<file path="src/rtl/pipe_feeder_pkg.sv">
// rtl/pipe_feeder_pkg.sv - shared game constants, column FSM encoding and height helpers
package pipe_feeder_pkg;

    typedef enum logic [1:0] {
        ST_LEAD  = 2'd0,
        ST_SPACE = 2'd1,
        ST_PIPE  = 2'd2
    } feed_state_t;

    localparam logic [15:0] LFSR_MASK = 16'hB400;
    localparam int          GAP_SIZE  = 12;
    localparam int          H_MIN     = 8;
    localparam int          H_MAX     = 60;
    localparam int          COL_W     = 7;

    // Raw values above this fold back down so the gap top never leaves the playfield.
    localparam int          RAW_FOLD  = H_MAX - H_MIN;

    // Gap bottom height from the low six LFSR bits: 0..52 -> 8..60, 53..63 -> 29..39.
    function automatic logic [COL_W-1:0] height_of(input logic [15:0] l);
        logic [COL_W-1:0] raw;
        raw = {1'b0, l[5:0]};
        if (raw <= COL_W'(RAW_FOLD)) begin
            return raw + COL_W'(H_MIN);
        end
        return raw - 7'd24;
    endfunction

    // Space length: minimum plus a 0..3 jitter taken from LFSR bits 9:8.
    function automatic logic [5:0] space_of(input logic [15:0] l, input int space_min);
        return 6'(space_min) + {4'b0000, l[9:8]};
    endfunction

endpackage

</file>
<file path="src/rtl/pipe_feeder_lfsr16.sv">
// rtl/pipe_feeder_lfsr16.sv - 16-bit right-shift Galois LFSR with load and step enable
module lfsr16
    import pipe_feeder_pkg::*;
(
    input  logic        clk,
    input  logic        load,
    input  logic [15:0] load_value,
    input  logic        step,
    output logic [15:0] value
);

    // Load wins over step so a restart always lands exactly on the seed.
    always_ff @(posedge clk) begin
        if (load) begin
            value <= load_value;
        end else if (step) begin
            value <= value[0] ? ((value >> 1) ^ LFSR_MASK) : (value >> 1);
        end
    end

endmodule

</file>
<file path="src/rtl/pipe_feeder.sv">
// rtl/pipe_feeder.sv - pseudo-random pipe column generator feeding the scrolling datapath
module pipe_feeder
    import pipe_feeder_pkg::*;
#(
    parameter int          PIPE_W    = 2,
    parameter int          SPACE_MIN = 6,
    parameter int          LEAD_IN   = 8,
    parameter logic [15:0] SEED      = 16'hACE1
)
(
    input  logic             clk,
    input  logic             reset,
    input  logic             restart,
    input  logic             col_req,
    output logic             col_valid,
    output logic [COL_W-1:0] col_data,
    output logic [7:0]       pipe_count
);

    // An all-zero Galois LFSR would lock up, so a zero seed is nudged to 1.
    localparam logic [15:0] SEED_EFF = (SEED == 16'h0000) ? 16'h0001 : SEED;

    feed_state_t      state, state_n;
    logic [5:0]       cnt, cnt_n;
    logic [COL_W-1:0] h_reg, h_n;
    logic [COL_W-1:0] col_data_n;
    logic             col_valid_n;
    logic [7:0]       pipe_count_n;
    logic [15:0]      lfsr;
    logic             init;
    logic             accept;

    assign init   = reset | restart;
    assign accept = col_req & ~init;

    lfsr16 u_lfsr (
        .clk        (clk),
        .load       (init),
        .load_value (SEED_EFF),
        .step       (accept),
        .value      (lfsr)
    );

    // Register the FSM, counter, latched height and column outputs.
    always_ff @(posedge clk) begin
        state      <= state_n;
        cnt        <= cnt_n;
        h_reg      <= h_n;
        col_data   <= col_data_n;
        col_valid  <= col_valid_n;
        pipe_count <= pipe_count_n;
    end

    // Next-state and column value; the height is taken on the first pipe column,
    // i.e. from the LFSR as it stood after the request that entered PIPE.
    always_comb begin
        state_n      = state;
        cnt_n        = cnt;
        h_n          = h_reg;
        col_data_n   = col_data;
        col_valid_n  = 1'b0;
        pipe_count_n = pipe_count;

        if (init) begin
            state_n      = ST_LEAD;
            cnt_n        = 6'(LEAD_IN);
            h_n          = '0;
            col_data_n   = '0;
            pipe_count_n = 8'd0;
        end else if (accept) begin
            col_valid_n = 1'b1;
            case (state)
                ST_PIPE: begin
                    if (cnt == 6'(PIPE_W)) begin
                        h_n        = height_of(lfsr);
                        col_data_n = height_of(lfsr);
                    end else begin
                        col_data_n = h_reg;
                    end
                    if (cnt <= 6'd1) begin
                        pipe_count_n = pipe_count + 8'd1;
                        state_n      = ST_SPACE;
                        cnt_n        = space_of(lfsr, SPACE_MIN);
                    end else begin
                        cnt_n = cnt - 6'd1;
                    end
                end
                default: begin
                    col_data_n = '0;
                    if (cnt <= 6'd1) begin
                        state_n = ST_PIPE;
                        cnt_n   = 6'(PIPE_W);
                    end else begin
                        cnt_n = cnt - 6'd1;
                    end
                end
            endcase
        end
    end

endmodule

</file>
<file path="config.mk">
export PLATFORM = sky130hd
export DESIGN_NAME = pipe_feeder
export DESIGN_NICKNAME = d
export VERILOG_FILES = /design/src/rtl/pipe_feeder_pkg.sv /design/src/rtl/pipe_feeder_lfsr16.sv /design/src/rtl/pipe_feeder.sv
export SDC_FILE = /design/constraint.sdc
export NUM_CORES = 1
export LEC_CHECK = 0
export BUFFER_PORTS_ARGS = -buffer_cell sky130_fd_sc_hd__buf_4
export CAP_MARGIN = 40
export CORE_MARGIN = 2
export CORE_UTILIZATION = 57
export CTS_CLUSTER_SIZE = 14
export DETAILED_ROUTE_END_ITERATION = 6
export PLACE_DENSITY_LB_ADDON = 0.08
export RECOVER_POWER = 25
export SYNTH_ARGS = -nofsm -noshare
export SYNTH_HDL_FRONTEND = slang
export SYNTH_SLANG_ARGS = --single-unit
</file>
<file path="constraint.sdc">
create_clock -name clk -period 2.7 [get_ports clk]
set_input_delay 0.135 -clock clk [delete_from_list [all_inputs] [get_ports clk]]
set_output_delay 0.135 -clock clk [all_outputs]
set_load 0.1 [all_outputs]
</file>
======== Word-level counts from Yosys, hierarchy flattened ========
Index checks and enable logic that the tools add are counted.
word-level totals
  bits in registers ....................... 47
  latch bits .............................. 0
  memory bits (writable) .................. 0
  memory bits (read-only) ................. 0
  input bits .............................. 4
  output and inout bits ................... 16
  word-level logic and storage cells ...... 40
  memories kept ........................... 0
operators by class
  add/subtract/negate cells ............... 5
  $mul .................................... 0
  div/mod/pow operators ................... 0
  magnitude comparators ................... 2
  equality and inequality tests ........... 2
  shift operators ......................... 0
  muxes and demuxes ....................... 17
  bitwise gates (word level) .............. 4
  reduce and logical (&&, ||, !) cells .... 3
operator list
  kind                   count
  $mux W7                4
  $mux W6                3
  $mux W16               1
  $add A8 B1 Y8 const B  1
  $add A6 B4 Y7 const B  1
  $sub A6 B5 Y7 const B  1
  $eq A6 B2 Y1 const B   1
  $le A6 B1 Y1 const B   1
  $le A6 B6 Y1 const B   1
  $mux W1                6
  $mux W2                3
  $sub A6 B1 Y6 const B  1
  $add A3 B2 Y4 const A  1
  $not A3 Y4             1
  $reduce_and A2 Y1      2
  $reduce_and A3 Y1      1
  $eq A2 B2 Y1 const B   1
  $and A1 B1 Y1          1
  $not A1 Y1             1
  $or A1 B1 Y1           1

======== Depth between registers and ports, before layout ========
  depth in word-level cells ............... 9
  depth in mapped cells ................... 7

======== Modules after synthesis ========
Synthesis repeated with hierarchy kept, for this count alone.
second synthesis, totals
  cells, all modules ...................... 215
  area, all modules ....................... 2285.9 µm²
by module, submodules not included
  module       times used  cells each  area an instance (µm²)  seq. area each (µm²)
  pipe_feeder  1           174         1529.0                  620.6
  lfsr16       1           41          757.0                   480.5

======== Worst setup path before layout ========
No wires, ideal clock.
  path kind ............................... register -> register
  from .................................... register pipe_count[0]
  to ...................................... register pipe_count[4]
  library setup time ...................... 71 ps
  arrival time ............................ 1952 ps
  path slack .............................. 677 ps
  stages on the path, launching flop included .. 5
  buffers on the path ..................... 0
  period minus slack after synthesis ...... 2023 ps
  cell sequence ........................... dfxtp_1 -> ha_1 -> inv_1 -> or4_1 -> a21oi_1
on the way
  longest elaborated chain between the ends .. 1
RTL lines
  what                      line               source
  start: declaration        pipe_feeder.sv:17  output logic [7:0] pipe_count
  start signal: assignment  pipe_feeder.sv:51  pipe_count <= pipe_count_n;
  $add A8 B1 Y8             pipe_feeder.sv:81  pipe_count_n = pipe_count + 8'd1;
Every way passes these cells.
A chain may end at the register's enable or synchronous reset.

======== Worst setup path in the final report ========
  from .................................... register cnt[2]
  to ...................................... register pipe_count[7]
on the way
  longest elaborated chain between the ends .. 2
RTL lines
  what                         line               source
  start: declaration           pipe_feeder.sv:24  logic [5:0] cnt, cnt_n;
  start signal: assignment     pipe_feeder.sv:47  cnt <= cnt_n;
  $le A6 B1 Y1                 pipe_feeder.sv:80  if (cnt <= 6'd1) begin
  $reduce_and A3 Y1 (no line)  n/a
Every way passes these cells.

==> summary.md <==
| Metric | Value |
|---|---|
| Synth-to-Final Area Change | `9.00%` |
| Placement Cell Area | `approximately 2200 µm²` |
| HP Start | `reset` |
| CP peak stage delay | `0.57 ns` |
| Total chip power | `1.14 mW` |
| Setup violations, final | `0` |
| Compound-Gate Fraction of Synth Area | `between 10% and 20%` |
| Die height | `about 64 µm` |
| Drc violations | `0` |
| Grt total ovfl | `0` |
| Nets@finish | `254` |
| Xor and xnor fraction of the mapped netlist area | `2.54%` |
| TritonCTS clock tree | `done` |
| PnR worst setup slack | `0.669 ns` |
| Chip Width | `64.3 µm` |
| Cells after synthesis | `227` |
| Crit Reg-Reg Endpoint | `pipe_count[7]` |
| Clk sinks | `47` |
| Most flop-heavy register | `u_lfsr.value` |
| Iteration-0 DRC Markers | `between 100 and 150` |
| Reg2Reg Launch Point | `cnt[2]` |
| Place WS | `0.728 ns` |
| Power Density | `roughly 500 nW/µm²` |
| Number of antenna diodes | `0` |
| Setup TNS | `0 ns` |
| Max-slew violation count | `0` |
| Fillers | `295` |
| Multiplexer share of the synthesized area | `12.6%` |
| Hold endpoint | `u_lfsr.value[7]` |
| RSZ-0062 raised after global routing | `false` |
| Most frequent cells after synthesis | `dfxtp_1, nand2_1, mux2i_1, nor2_1, a21oi_1` |
| Critical Path End Type | `flip-flop` |
| Yosys Warn Count | `0` |
| Vias in the first global route | `1609` |
| Worst Skew | `0.0149 ns` |
| P_leak | `approximately 0.89 nW` |
| CP top delay family | `simple AND/OR/NAND/NOR gates` |
| Layout cells sized above 1 | `7.79%` |
| Detail Placement HPWL | `between 2000 and 3000 µm` |
| Count leader, synth | `dfxtp_1` |
| CTS Root Cell | `clkbuf_4` |
| Routed WL | `3990 µm` |
| CP Class | `flip-flop to flip-flop` |
| Final Hold Viols | `0` |
| Worst Path Buf+Inv | `0` |
| Util after Layout | `66.1%` |
| CP Max Fanout | `10` |
| Initial Util | `60.7%` |
| Syn_area_per_cell | `9.13 µm²` |
| Clock period minus worst slack | `2.03 ns` |
| Hold Crit Depth | `3` |
| CTS clock-pin slew for the worst setup and hold paths | `0.13 ns` |
| Area leader, netlist | `dfxtp_1` |
| Status | `completed` |
| Clk buf depth | `2` |
| Synth top area cells | `dfxtp_1, mux2i_1, nand2_1` |
| Design area | `2260 µm²` |
| Wire length per cell | `between 10 and 15 µm` |
| Cts hold-fix bufs | `2` |
| Max Freq | `0.492 GHz` |
| Input/output buffers | `19` |
| Num rows | `21` |
| Crit start category | `flip-flop` |
| Final cycle utilization of the critical path | `75.2%` |
| Net Count, Synth | `237` |
| DR pass1 iterations | `4` |
| Worst EP arrival | `approximately 2.3 ns` |
| Largest register FFs | `16` |
| Initial antenna violation count | `0` |
| Slew margin rel. | `22.0%` |
| Largest regs | `u_lfsr.value x16, pipe_count x8` |
| Post-CTS sizing | `0` |
| Number of synthesized flops with an enable pin | `0` |
| Asr flop ratio synth | `0%` |
| Largest net degree at the start of global routing | `39` |
| Predominant post-synthesis flop cell | `dfxtp_1` |
| Die area | `4130 µm²` |
| Critical Path Slowest Stage Cell | `nor4_4` |
| Post-synth top area share | `45.4%` |
| Vias | `1644` |
| Reg2reg path depth | `4` |
| Register area share after synthesis | `between 40% and 50%` |
| Worst path required time | `about 3 ns` |
| Placer congestion estimate | `approximately 0.78` |
| Max_cap viols | `0` |
| DRT antenna net count | `0` |
| H-Tree Depth | `2` |
| Distinct cells, synth | `38` |
| TritonCTS buffer count | `5` |
| Adder-cell area share of the yosys netlist | `under 10%` |
| Mapped Area | `2070 µm²` |
| Setup bufs post-CTS | `0` |
| Main combinational cell family by area after synthesis | `simple AND/OR/NAND/NOR gates` |
| Flop-to-flop setup slack | `0.67 ns` |
| Core Box Area | `~3400 µm²` |
| Worst vdd ir | `slightly below 0.0004 V` |
| Worst slew pin tran | `approximately 1.2 ns` |
| Skew-Pair Late Insertion Delay | `0.37 ns` |
| CP cell instances | `nor4_4 -> nand3_1 -> or4_1 -> a21oi_1` |
| Synth Register Bits | `47` |
| I/O Pins | `20` |
| Simple-gate share of the synthesized area | `20.7%` |
| Total GRT Usage | `21.9%` |
| Vias/cell | `5.67` |
| Hold Crit Class | `input pin to flip-flop` |
| First-pass GRT wire length | `7110 µm` |
[metrics by stage]
step	instances	hold WS, ns
3_3_place_gp	281	0.356
5_1_grt	290	0.159
6_report	290	0.148
2_1_floorplan	227	0.240
4_1_cts	290	0.128
3_5_place_dp	281	0.360
[worst min-delay path, delay by kind of cell]
family                 cells  cell delay (ns)
and+or+nand+nor            2             0.26
buffers and inverters      1             0.10
[cell type report]
type | count | area, µm² | share of cell area (%)
Tap cell | 46 | 57.6 | 2.55
Inverter | 4 | 15.0 | 0.665
Multi-Input combinational cell | 165 | 1070 | 47.6
Clock inverter | 1 | 5.00 | 0.222
Timing Repair Buffer | 21 | 114 | 5.04
Clock buffer | 6 | 51.3 | 2.27
Sequential cell | 47 | 941 | 41.7
[placed cells by master (no fill, tap or decap), drive strengths merged, types with 2 or more instances in the layout]
cell type and count:
nand2b 2, nor3 4, o31ai 4, nor2 22
nand3 7, xnor2 4, o21ai 10, ha 6
a311oi 3, or2 3, nor3b 2, buf 6
dlygate4sd3 2, a21oi 13, or4 5, nor2b 3
xor2 2, clkbuf 19, dfxtp 47, inv 4
nand2 31, nand4 3, mux2i 26, o22ai 2
[how the worst max path moves through the flow]
stage / startpoint / endpoint / depth (start not counted)
after floorplan: pipe_count[0] / pipe_count[4] / 4
after global placement: cnt[2] / pipe_count[7] / 4
after detailed placement: cnt[2] / pipe_count[7] / 4
after CTS: cnt[2] / pipe_count[7] / 4
after global routing: cnt[2] / pipe_count[7] / 4
final: cnt[2] / pipe_count[7] / 4
[power breakdown]
| part | switching (mW) | internal [mW] | total (mW) |
|---|---|---|---|
| Sequential | 0.0130 | 0.705 | 0.718 |
| Combinational | 0.0527 | 0.0325 | 0.0852 |
| Clock | 0.214 | 0.121 | 0.335 |
| Total | 0.280 | 0.858 | 1.14 |
[routing by layer]
metal	vias to the layer above	GRT usage [%]	routed length, µm
li1	833	-	-
met2	17	37.9	1950
met1	786	25.8	1840
met5	-	0	0
met4	0	9.04	78
met3	8	5.28	117
[kinds of logic after synthesis]
kind of cell    after synthesis
mux                          26
xor+xnor                      6
buf+inv                      15
flops                        47
simple gates                 86
compound gates               41
fa+ha+maj                     6
No activity file was read; power rests on OpenSTA's default activity.
